**src/rtl/dispense_pkg.sv**
```systemverilog
// Shared types, drink codes and recipe table for the dispense sequencer.
// Helper functions cover selection decode and step ordering.
package dispense_pkg;

    localparam int unsigned DUR_W      = 3;
    localparam int unsigned NUM_DRINKS = 4;

    typedef enum logic [2:0] {
        S_IDLE   = 3'd0,
        S_AGUA   = 3'd1,
        S_CAFE   = 3'd2,
        S_CHOC   = 3'd3,
        S_LECHE  = 3'd4,
        S_AZUCAR = 3'd5,
        S_DONE   = 3'd6
    } state_t;

    localparam logic [3:0] SEL_ESPRESSO  = 4'b0001;
    localparam logic [3:0] SEL_LATTE     = 4'b0010;
    localparam logic [3:0] SEL_CHOCOLATE = 4'b0100;
    localparam logic [3:0] SEL_MOCCA     = 4'b1000;

    typedef struct packed {
        logic [DUR_W-1:0] agua;
        logic [DUR_W-1:0] cafe;
        logic [DUR_W-1:0] choc;
        logic [DUR_W-1:0] leche;
        logic [DUR_W-1:0] azucar;
    } recipe_t;

    // Seconds per step, indexed by the one-hot bit position of sel.
    localparam recipe_t RECIPES [NUM_DRINKS] = '{
        '{agua: 3'd2, cafe: 3'd2, choc: 3'd0, leche: 3'd0, azucar: 3'd1},
        '{agua: 3'd1, cafe: 3'd2, choc: 3'd0, leche: 3'd2, azucar: 3'd1},
        '{agua: 3'd1, cafe: 3'd0, choc: 3'd3, leche: 3'd2, azucar: 3'd1},
        '{agua: 3'd1, cafe: 3'd1, choc: 3'd1, leche: 3'd1, azucar: 3'd1}
    };

    function automatic logic onehot_ok(input logic [3:0] s);
        return $onehot(s);
    endfunction

    function automatic recipe_t recipe_for(input logic [3:0] s);
        recipe_t r;
        r = '0;
        case (s)
            SEL_ESPRESSO:  r = RECIPES[0];
            SEL_LATTE:     r = RECIPES[1];
            SEL_CHOCOLATE: r = RECIPES[2];
            SEL_MOCCA:     r = RECIPES[3];
            default:       r = '0;
        endcase
        return r;
    endfunction

    function automatic logic is_step(input state_t s);
        return (s >= S_AGUA) && (s <= S_AZUCAR);
    endfunction

    function automatic logic [DUR_W-1:0] dur_of(input recipe_t r, input state_t s);
        logic [DUR_W-1:0] d;
        d = '0;
        case (s)
            S_AGUA:   d = r.agua;
            S_CAFE:   d = r.cafe;
            S_CHOC:   d = r.choc;
            S_LECHE:  d = r.leche;
            S_AZUCAR: d = r.azucar;
            default:  d = '0;
        endcase
        return d;
    endfunction

    // First step after cur with a non-zero duration; DONE when none remain.
    function automatic state_t next_step(input recipe_t r, input state_t cur);
        state_t nxt;
        nxt = S_DONE;
        for (int i = 5; i >= 1; i--) begin
            if ((3'(i) > cur) && (dur_of(r, state_t'(3'(i))) != '0)) begin
                nxt = state_t'(3'(i));
            end
        end
        return nxt;
    endfunction

endpackage

```
**src/rtl/step_timer.sv**
```systemverilog
// Per-step timer: sub-second tick counter plus whole-seconds-left down-counter.
// expired flags the final tick of the step.
module step_timer #(
    parameter int unsigned TICKS_PER_SEC = 4,
    parameter int unsigned SEC_W         = 3
) (
    input  logic             clk,
    input  logic             reset,
    input  logic             load,
    input  logic             clear,
    input  logic [SEC_W-1:0] dur,
    output logic [SEC_W-1:0] secs_left,
    output logic             expired
);

    localparam int unsigned CNT_W = (TICKS_PER_SEC > 1) ? $clog2(TICKS_PER_SEC) : 1;
    localparam logic [CNT_W-1:0] LAST_TICK = CNT_W'(TICKS_PER_SEC - 1);

    logic [CNT_W-1:0] tick;
    logic             second_end;

    assign second_end = (tick == LAST_TICK);
    assign expired    = second_end && (secs_left == SEC_W'(1));

    always_ff @(posedge clk) begin
        if (reset || clear) begin
            tick      <= '0;
            secs_left <= '0;
        end else if (load) begin
            tick      <= '0;
            secs_left <= dur;
        end else if (second_end) begin
            tick      <= '0;
            secs_left <= secs_left - SEC_W'(1);
        end else begin
            tick      <= tick + CNT_W'(1);
        end
    end

endmodule

```
**src/rtl/dispense_sequencer.sv**
```systemverilog
// Runs the fixed-order valve recipe for a paid drink selection.
// Valve, status and pulse outputs are registered from the next state.
module dispense_sequencer
    import dispense_pkg::*;
#(
    parameter int unsigned TICKS_PER_SEC = 50_000_000,
    parameter int unsigned SEC_W         = 3
) (
    input  logic             clk,
    input  logic             reset,
    input  logic             start,
    input  logic [3:0]       sel,
    input  logic             cancel,
    output logic             busy,
    output logic             done,
    output logic             aborted,
    output logic             bad_sel,
    output logic             agua,
    output logic             cafe,
    output logic             chocolate,
    output logic             leche,
    output logic             azucar,
    output logic [SEC_W-1:0] secs_left,
    output logic [2:0]       state
);

    state_t  state_q, state_d;
    recipe_t recipe_q, recipe_sel, recipe_cur;
    logic    start_ok, in_step, entering, expired;
    logic    busy_d, done_d, aborted_d, bad_sel_d;
    logic    agua_d, cafe_d, chocolate_d, leche_d, azucar_d;

    assign recipe_sel = recipe_for(sel);
    assign start_ok   = start && onehot_ok(sel);
    assign in_step    = is_step(state_q);
    // In IDLE the recipe is not latched yet, so plan from the live selection.
    assign recipe_cur = (state_q == S_IDLE) ? recipe_sel : recipe_q;
    assign entering   = is_step(state_d) && (state_d != state_q);
    assign state      = state_q;

    step_timer #(
        .TICKS_PER_SEC (TICKS_PER_SEC),
        .SEC_W         (SEC_W)
    ) u_timer (
        .clk       (clk),
        .reset     (reset),
        .load      (entering),
        .clear     (!is_step(state_d)),
        .dur       (SEC_W'(dur_of(recipe_cur, state_d))),
        .secs_left (secs_left),
        .expired   (expired)
    );

    always_ff @(posedge clk) begin
        if (reset) begin
            state_q  <= S_IDLE;
            recipe_q <= '0;
        end else begin
            state_q <= state_d;
            if ((state_q == S_IDLE) && start_ok) begin
                recipe_q <= recipe_sel;
            end
        end
    end

    always_comb begin
        state_d = state_q;
        case (state_q)
            S_IDLE: begin
                if (start_ok) state_d = next_step(recipe_cur, S_IDLE);
            end
            S_DONE: state_d = S_IDLE;
            default: begin
                if (!in_step || cancel) state_d = S_IDLE;
                else if (expired)       state_d = next_step(recipe_cur, state_q);
            end
        endcase
    end

    always_comb begin
        agua_d      = (state_d == S_AGUA);
        cafe_d      = (state_d == S_CAFE);
        chocolate_d = (state_d == S_CHOC);
        leche_d     = (state_d == S_LECHE);
        azucar_d    = (state_d == S_AZUCAR);
        busy_d      = is_step(state_d) || (state_d == S_DONE);
        done_d      = (state_d == S_DONE);
        aborted_d   = in_step && cancel;
        bad_sel_d   = (state_q == S_IDLE) && start && !onehot_ok(sel);
    end

    always_ff @(posedge clk) begin
        if (reset) begin
            {agua, cafe, chocolate, leche, azucar} <= '0;
            {busy, done, aborted, bad_sel}         <= '0;
        end else begin
            agua      <= agua_d;
            cafe      <= cafe_d;
            chocolate <= chocolate_d;
            leche     <= leche_d;
            azucar    <= azucar_d;
            busy      <= busy_d;
            done      <= done_d;
            aborted   <= aborted_d;
            bad_sel   <= bad_sel_d;
        end
    end

endmodule

```
**config.mk**
```make
export PLATFORM = sky130hd
export DESIGN_NAME = dispense_sequencer
export DESIGN_NICKNAME = d
export VERILOG_FILES = /design/src/rtl/dispense_pkg.sv /design/src/rtl/step_timer.sv /design/src/rtl/dispense_sequencer.sv
export SDC_FILE = /design/constraint.sdc
export NUM_CORES = 1
export LEC_CHECK = 0
export BUFFER_PORTS_ARGS = -buffer_cell sky130_fd_sc_hd__buf_2
export CORE_UTILIZATION = 44
export CTS_CLUSTER_SIZE = 24
export DETAILED_ROUTE_END_ITERATION = 10
export MAX_ROUTING_LAYER = met4
export PLACE_DENSITY = 0.66
export SLEW_MARGIN = 10
export SYNTH_ARGS = -nofsm -noshare
export SYNTH_HDL_FRONTEND = slang
export SYNTH_SLANG_ARGS = --single-unit
```
**constraint.sdc**
```tcl
create_clock -name clk -period 4.6 [get_ports clk]
set_clock_uncertainty 0.2 [all_clocks]
set_input_delay 0.92 -clock clk [delete_from_list [all_inputs] [get_ports clk]]
set_output_delay 0.92 -clock clk [all_outputs]
set_load 0.02 [all_outputs]
```
Word-level counts from Yosys, hierarchy flattened
Index checks and enable logic that the tools add are counted.

RAM bits: 0. Memories kept: 0. Register bits: 56. Output and inout port bits: 15. Latch bits: 0. ROM bits: 0. Word-level logic and storage cells: 124. Input port bits: 8.

Magnitude comparators: 9. Muxes and demuxes: 44. Add/subtract/negate cells: 5. Div/mod/pow operators: 0. Equal/unequal tests: 15. Reductions and logical operators: 34. Bitwise gates (word level): 0. Shift operators: 0. $mul: 0.

Operator list (number): $mux W3 (38); $pmux W14 S4 (1); $reduce_bool A3 Y1 (10); $add A26 B1 Y26 const B (1); $eq A26 B26 Y1 const B (1); $mux W15 (1); $pmux W3 S5 (1); $logic_and A1 B1 Y1 (14); $eq A3 B3 Y1 const B (4); $eq A3 B1 Y1 const B (3); $eq A3 B2 Y1 const B (2); $ge A3 B1 Y1 const B (2); $gt A2 B3 Y1 const A (2); $gt A3 B3 Y1 const A (2); $le A3 B3 Y1 const B (2); $pmux W3 S2 (1); $add A1 B1 Y2 (2); $eq A4 B1 Y1 const B (1); $eq A4 B2 Y1 const B (1); $eq A4 B3 Y1 const B (1); $eq A4 B4 Y1 const B (1); $mux W2 (2); $add A2 B2 Y3 (1); $gt A1 B3 Y1 const A (1); 8 further kinds (12).

Logic depth before layout (Yosys ltp)
Depth in word-level cells: 21. Depth in mapped cells: 16. Depth with buffers taken out: 13.

By module
Synthesis repeated with hierarchy kept, for this count alone.

Cells, all modules: 349. Area, all modules: 2822.7 um^2.

Modules (own cells, without submodules): step_timer (cells each 170, instances 1, seq. area each 580.6 um^2, area an instance 1425.1 um^2); dispense_sequencer (cells each 179, instances 1, seq. area each 400.4 um^2, area an instance 1397.6 um^2).

Worst setup path after synthesis
Ideal clock, no wire load.

Path type: input-to-reg. From: input port sel[3]. To: register u_timer.secs_left[0]. Arrival: 3745 ps. Setup time: 128 ps. Path slack: 528 ps. Cell stages on the path: 15. Path buffers: 2. Cell sequence: buf_2 inv_1 fa_1 inv_1 ha_1 ha_1 nor3b_1 nand3_1 nor3_1 a31oi_1 and2_4 buf_6 and3_1 o32ai_1 a211oi_1.

Word-level cells in the longest chain between the ends: 20.

Ends and longest elaborated chain: start, declared (line dispense_sequencer.sv:12) `input logic [3:0] sel,`; $eq A4 B4 Y1 (tied with other cells) (line dispense_pkg.sv:46) `case (s)`; $pmux W14 S4 (line dispense_pkg.sv:46); $mux W15 (line dispense_sequencer.sv:37) `assign recipe_cur = (state_q == S_IDLE) ? recipe_sel : recipe_q;`; $mux W3 (line dispense_sequencer.sv:75) `else if (expired) state_d = next_step(recipe_cur, state_q);`; $mux W3 (line dispense_sequencer.sv:74) `if (!in_step || cancel) state_d = S_IDLE;`; $mux W3 (line dispense_sequencer.sv:68) `case (state_q)`; $reduce_bool A3 Y1 (line dispense_pkg.sv:79) `if ((3'(i) > cur) && (dur_of(r, state_t'(3'(i))) != '0)) begin`; $logic_and A1 B1 Y1 (line dispense_pkg.sv:79); $mux W2 (line dispense_pkg.sv:79); $mux W3 (4 in a row) (line dispense_pkg.sv:79); $mux W3 (line dispense_sequencer.sv:75); $mux W3 (line dispense_sequencer.sv:74); $pmux W3 S2 (line dispense_sequencer.sv:68); $ge A3 B1 Y1 or $le A3 B3 Y1 (tied branches) (line dispense_pkg.sv:57) `return (s >= S_AGUA) && (s <= S_AZUCAR);`; $logic_and A1 B1 Y1 (line dispense_pkg.sv:57); $logic_and A1 B1 Y1 or $logic_not A1 Y1 (tied branches) (line dispense_sequencer.sv:38, dispense_sequencer.sv:48); $mux W3 (tied with other cells) (line step_timer.sv:29) `end else if (load) begin`; end signal, assigned (line step_timer.sv:31) `secs_left <= dur;`; end signal, assigned (line step_timer.sv:34) `secs_left <= secs_left - SEC_W'(1);`; end, declared (line step_timer.sv:12) `output logic [SEC_W-1:0] secs_left,`.

Parallel ways exist; a longest one is shown, timed or not. The select of a mux whose other input is x is not followed. A chain may end at the register's enable or synchronous reset.

Worst setup path after layout
From: input port sel[3]. To: register u_timer.tick[0].

Word-level cells in the longest chain between the ends: 21.

Ends and longest elaborated chain: $eq A4 B4 Y1 (tied with other cells) (line dispense_pkg.sv:46); $pmux W14 S4 (line dispense_pkg.sv:46); $mux W15 (line dispense_sequencer.sv:37); $mux W3 (line dispense_sequencer.sv:75); $mux W3 (line dispense_sequencer.sv:74); $mux W3 (line dispense_sequencer.sv:68); $reduce_bool A3 Y1 (line dispense_pkg.sv:79); $logic_and A1 B1 Y1 (line dispense_pkg.sv:79); (+5 left out); $mux W3 (line dispense_sequencer.sv:75); $mux W3 (line dispense_sequencer.sv:74); $pmux W3 S2 (*) (line dispense_sequencer.sv:68); $ge A3 B1 Y1 or $le A3 B3 Y1 (tied branches) (line dispense_pkg.sv:57); $logic_and A1 B1 Y1 (line dispense_pkg.sv:57); $logic_not A1 Y1 (line dispense_sequencer.sv:48) `.clear (!is_step(state_d)),`; $logic_or A1 B1 Y1 (line step_timer.sv:26) `if (reset || clear) begin`; $reduce_or A3 Y1 (no source line) (*); end signal, assigned (line step_timer.sv:36) `tick <= tick + CNT_W'(1);`; end, declared (line step_timer.sv:19) `logic [CNT_W-1:0] tick;`.

Mark *: on every way between the ends. The rest lies on a longest branch, timed or not. The select of a mux whose other input is x is not followed.

==> out/metrics.csv <==
metric,value,unit
cts_buffers,5,
start_util,45.8,%
synth_ff_type,dfxtp_1,
clkLatencyLatePin,0.31,ns
path_class,in2reg,
num_rows,28,
hpwl,4.03,mm
track_usage,19.2,%
syn_area_per_cell,8.17,um2
holdBufCountCts,0,
synth_edf_count,0,
antenna_found_initial,0,
synth_seq_cells,49,
clock_path_buffers,2,
peakVddDrop,218,uV
min_period,4.17,ns
worstMarginPinSlew,0.755,ns
cp_max_fo,28,
wire_per_inst,13.1,um
path_cells,buf_2 -> inv_1 -> fa_1 -> inv_1 -> ha_1 -> ha_1 -> nor3b_1 -> nand3_1 -> nor3_1 -> a31oi_1 -> and2_4 -> a21boi_4 -> o211ai_4 -> nor3b_1,
finalMaxSlewViolations,0,
clock-root-buffer,clkbuf_8,
cp_slowest_cell,fa_1,
first_iter_violations,98,
reg2regPathDepth,8,
synth_fp_nets,351,
drcViolationCount,0,
p_leak,1.15,nW
mostFrequentLayoutCell,nor2_1,
die_h,80.8,um
synth-async-reset-ratio,0,%
startpoint_type,primary input,
setup_viol,0,
core,5960,um2
hold_violations,0,
synthTopCellsByArea,"dfxtp_1 (36%), nor2_1 (7.6%), xnor2_1 (6.1%), nand2_1 (6.0%), ha_1 (3.7%)",
rsz0062_at_grt,no,
finalPower,0.822,mW
slew_headroom,49.5,%
nets,370,
clk_transition_reported_paths,0.10,ns
synthCells,334,
critPathCaptureType,register,
post_cts_resized,0,
finalSetupTns,0,ns
final_util,49.8,%
vias,2309,
synth.largest_area_cell,dfxtp_1,
grt_pass1_vias,2112,
drv_cap,0,
slowest_delay,0.47,ns
cp.required,4.63,ns
diodes,0,
ant_nets,0,
layout_common_cells,"nor2_1 (55), dfxtp_1 (49), nand2_1 (44)",
yosysTopAreaCellShare,35.9,%
place.port_buffers,22,
synth_cell_types,56,
die_w,80.8,um
postCtsSetupBuffers,0,
syn2layout_area_growth,8.62,%
viasPerCell,5.38,
gp_congestion,0.888,
synth_seq_area_share,35.9,%
hp-class,reg2reg,
cts_sinks,49,
layout-drive-gt1-share,13.8,%
fmax,0.240,GHz
power.density,277,nW/um2
finalCritPeriodShare,90.7,%
die_area,6520,um2
synth_area,2730,um2
grt_start_max_net_pins,29,
crit_arrival,4.20,ns
min_path_cells,2,
status,completed,
pin_count,23,
yosysWarnings,0,
htree_levels,2,
firstDrtPassIters,4,
timing.hold.ws,0.281,ns
grt_pass1_wl,9.54,mm
drt_wl_total,5.63,mm
cts_tree,yes,
overflow,0,
[metal layers]
metal  share of wire [%]  up-vias  GRT usage, %  routed length, um
li1                    -     1190             -                  -
met1                  51     1069          26.0               2850
met2                  44       44          29.7               2470
met3                 4.3        6          3.15                240
met4                 1.2        0          5.36                 65
met5                   0        -             -                  0
[power breakdown]
part	total [mW]	internal (mW)	leakage, nW	switching [mW]
clock	0.251	0.107	0.0374	0.144
sequential	0.442	0.432	0.395	0.00957
combinational	0.129	0.0482	0.718	0.0810
total	0.822	0.588	1.15	0.234
[synthesized netlist by cell type (3+ instances only)]
cell type and number:
a21oi_1 12, a31oi_1 5, and3_1 6, and4_1 4, buf_2 6, buf_6 3, clkbuf_1 4, dfxtp_1 49
ha_1 8, inv_1 12, mux2i_1 4, nand2_1 44, nand3_1 18, nand4_1 6, nor2_1 55, nor3_1 9
nor3b_1 3, nor4b_1 3, o21ai_0 8, or2_2 3, xnor2_1 19, xor2_1 9
[cells by family (layout without fill, tap and decap cells)]
| logic type | count (synthesis) | in the layout | synth area share [%] |
|---|---|---|---|
| AOI/OAI and AO/OA | 47 | 47 | 12.9 |
| xor gates and xnor gates | 28 | 28 | 8.98 |
| adders and majority gates | 9 | 9 | 4.40 |
| buffers and inverters | 25 | 45 | 4.54 |
| DFF | 49 | 49 | 35.9 |
| muxes | 4 | 4 | 1.47 |
| and+or+nand+nor | 172 | 172 | 31.8 |
[registers in the layout (all words and copies together), names as in the netlist]
register           cells
u_timer.secs_left      3
azucar                 1
aborted                1
cafe                   1
bad_sel                1
u_timer.tick          26
state                  3
busy                   1
agua                   1
chocolate              1
done                   1
recipe_q               8
leche                  1
[cell type report]
| type | instances | area [um2] |
|---|---|---|
| Fill cell | 605 | 2990 |
| Multi-Input combinational cell | 260 | 1630 |
| Timing Repair Buffer | 25 | 133 |
| Clock inverter | 2 | 15.0 |
| Tap cell | 75 | 93.8 |
| Sequential cell | 49 | 981 |
| Inverter | 12 | 45.0 |
| Clock buffer | 6 | 72.6 |
[worst paths after layout]
check | from | to | slack, ns
hold reg to reg | recipe_q[13] | recipe_q[13] | 0.28
setup / recovery | sel[3] | u_timer.tick[0] | 0.43
setup reg to reg | state[0] | u_timer.secs_left[1] | 1.12
hold / removal | recipe_q[13] | recipe_q[13] | 0.28
[stage by stage]
step / setup WS [ns] / cell area [um2] / instances
finish: 0.427 / 2970 / 429
global route: 0.114 / 2970 / 429
CTS: 0.454 / 2970 / 429
detailed placement: 0.139 / 2880 / 421
global placement: 0.276 / 2880 / 421
floorplan: 0.528 / 2730 / 334
[worst max-delay path: cells and delay by family]
family	cells	cell delay (ns)
adder cells (fa/ha/maj)	3	0.91
buffers and inverters	3	0.30
AO/OA/AOI/OAI	3	0.63
AND/OR/NAND/NOR	5	1.43
Power figures use the tool's default switching activity.
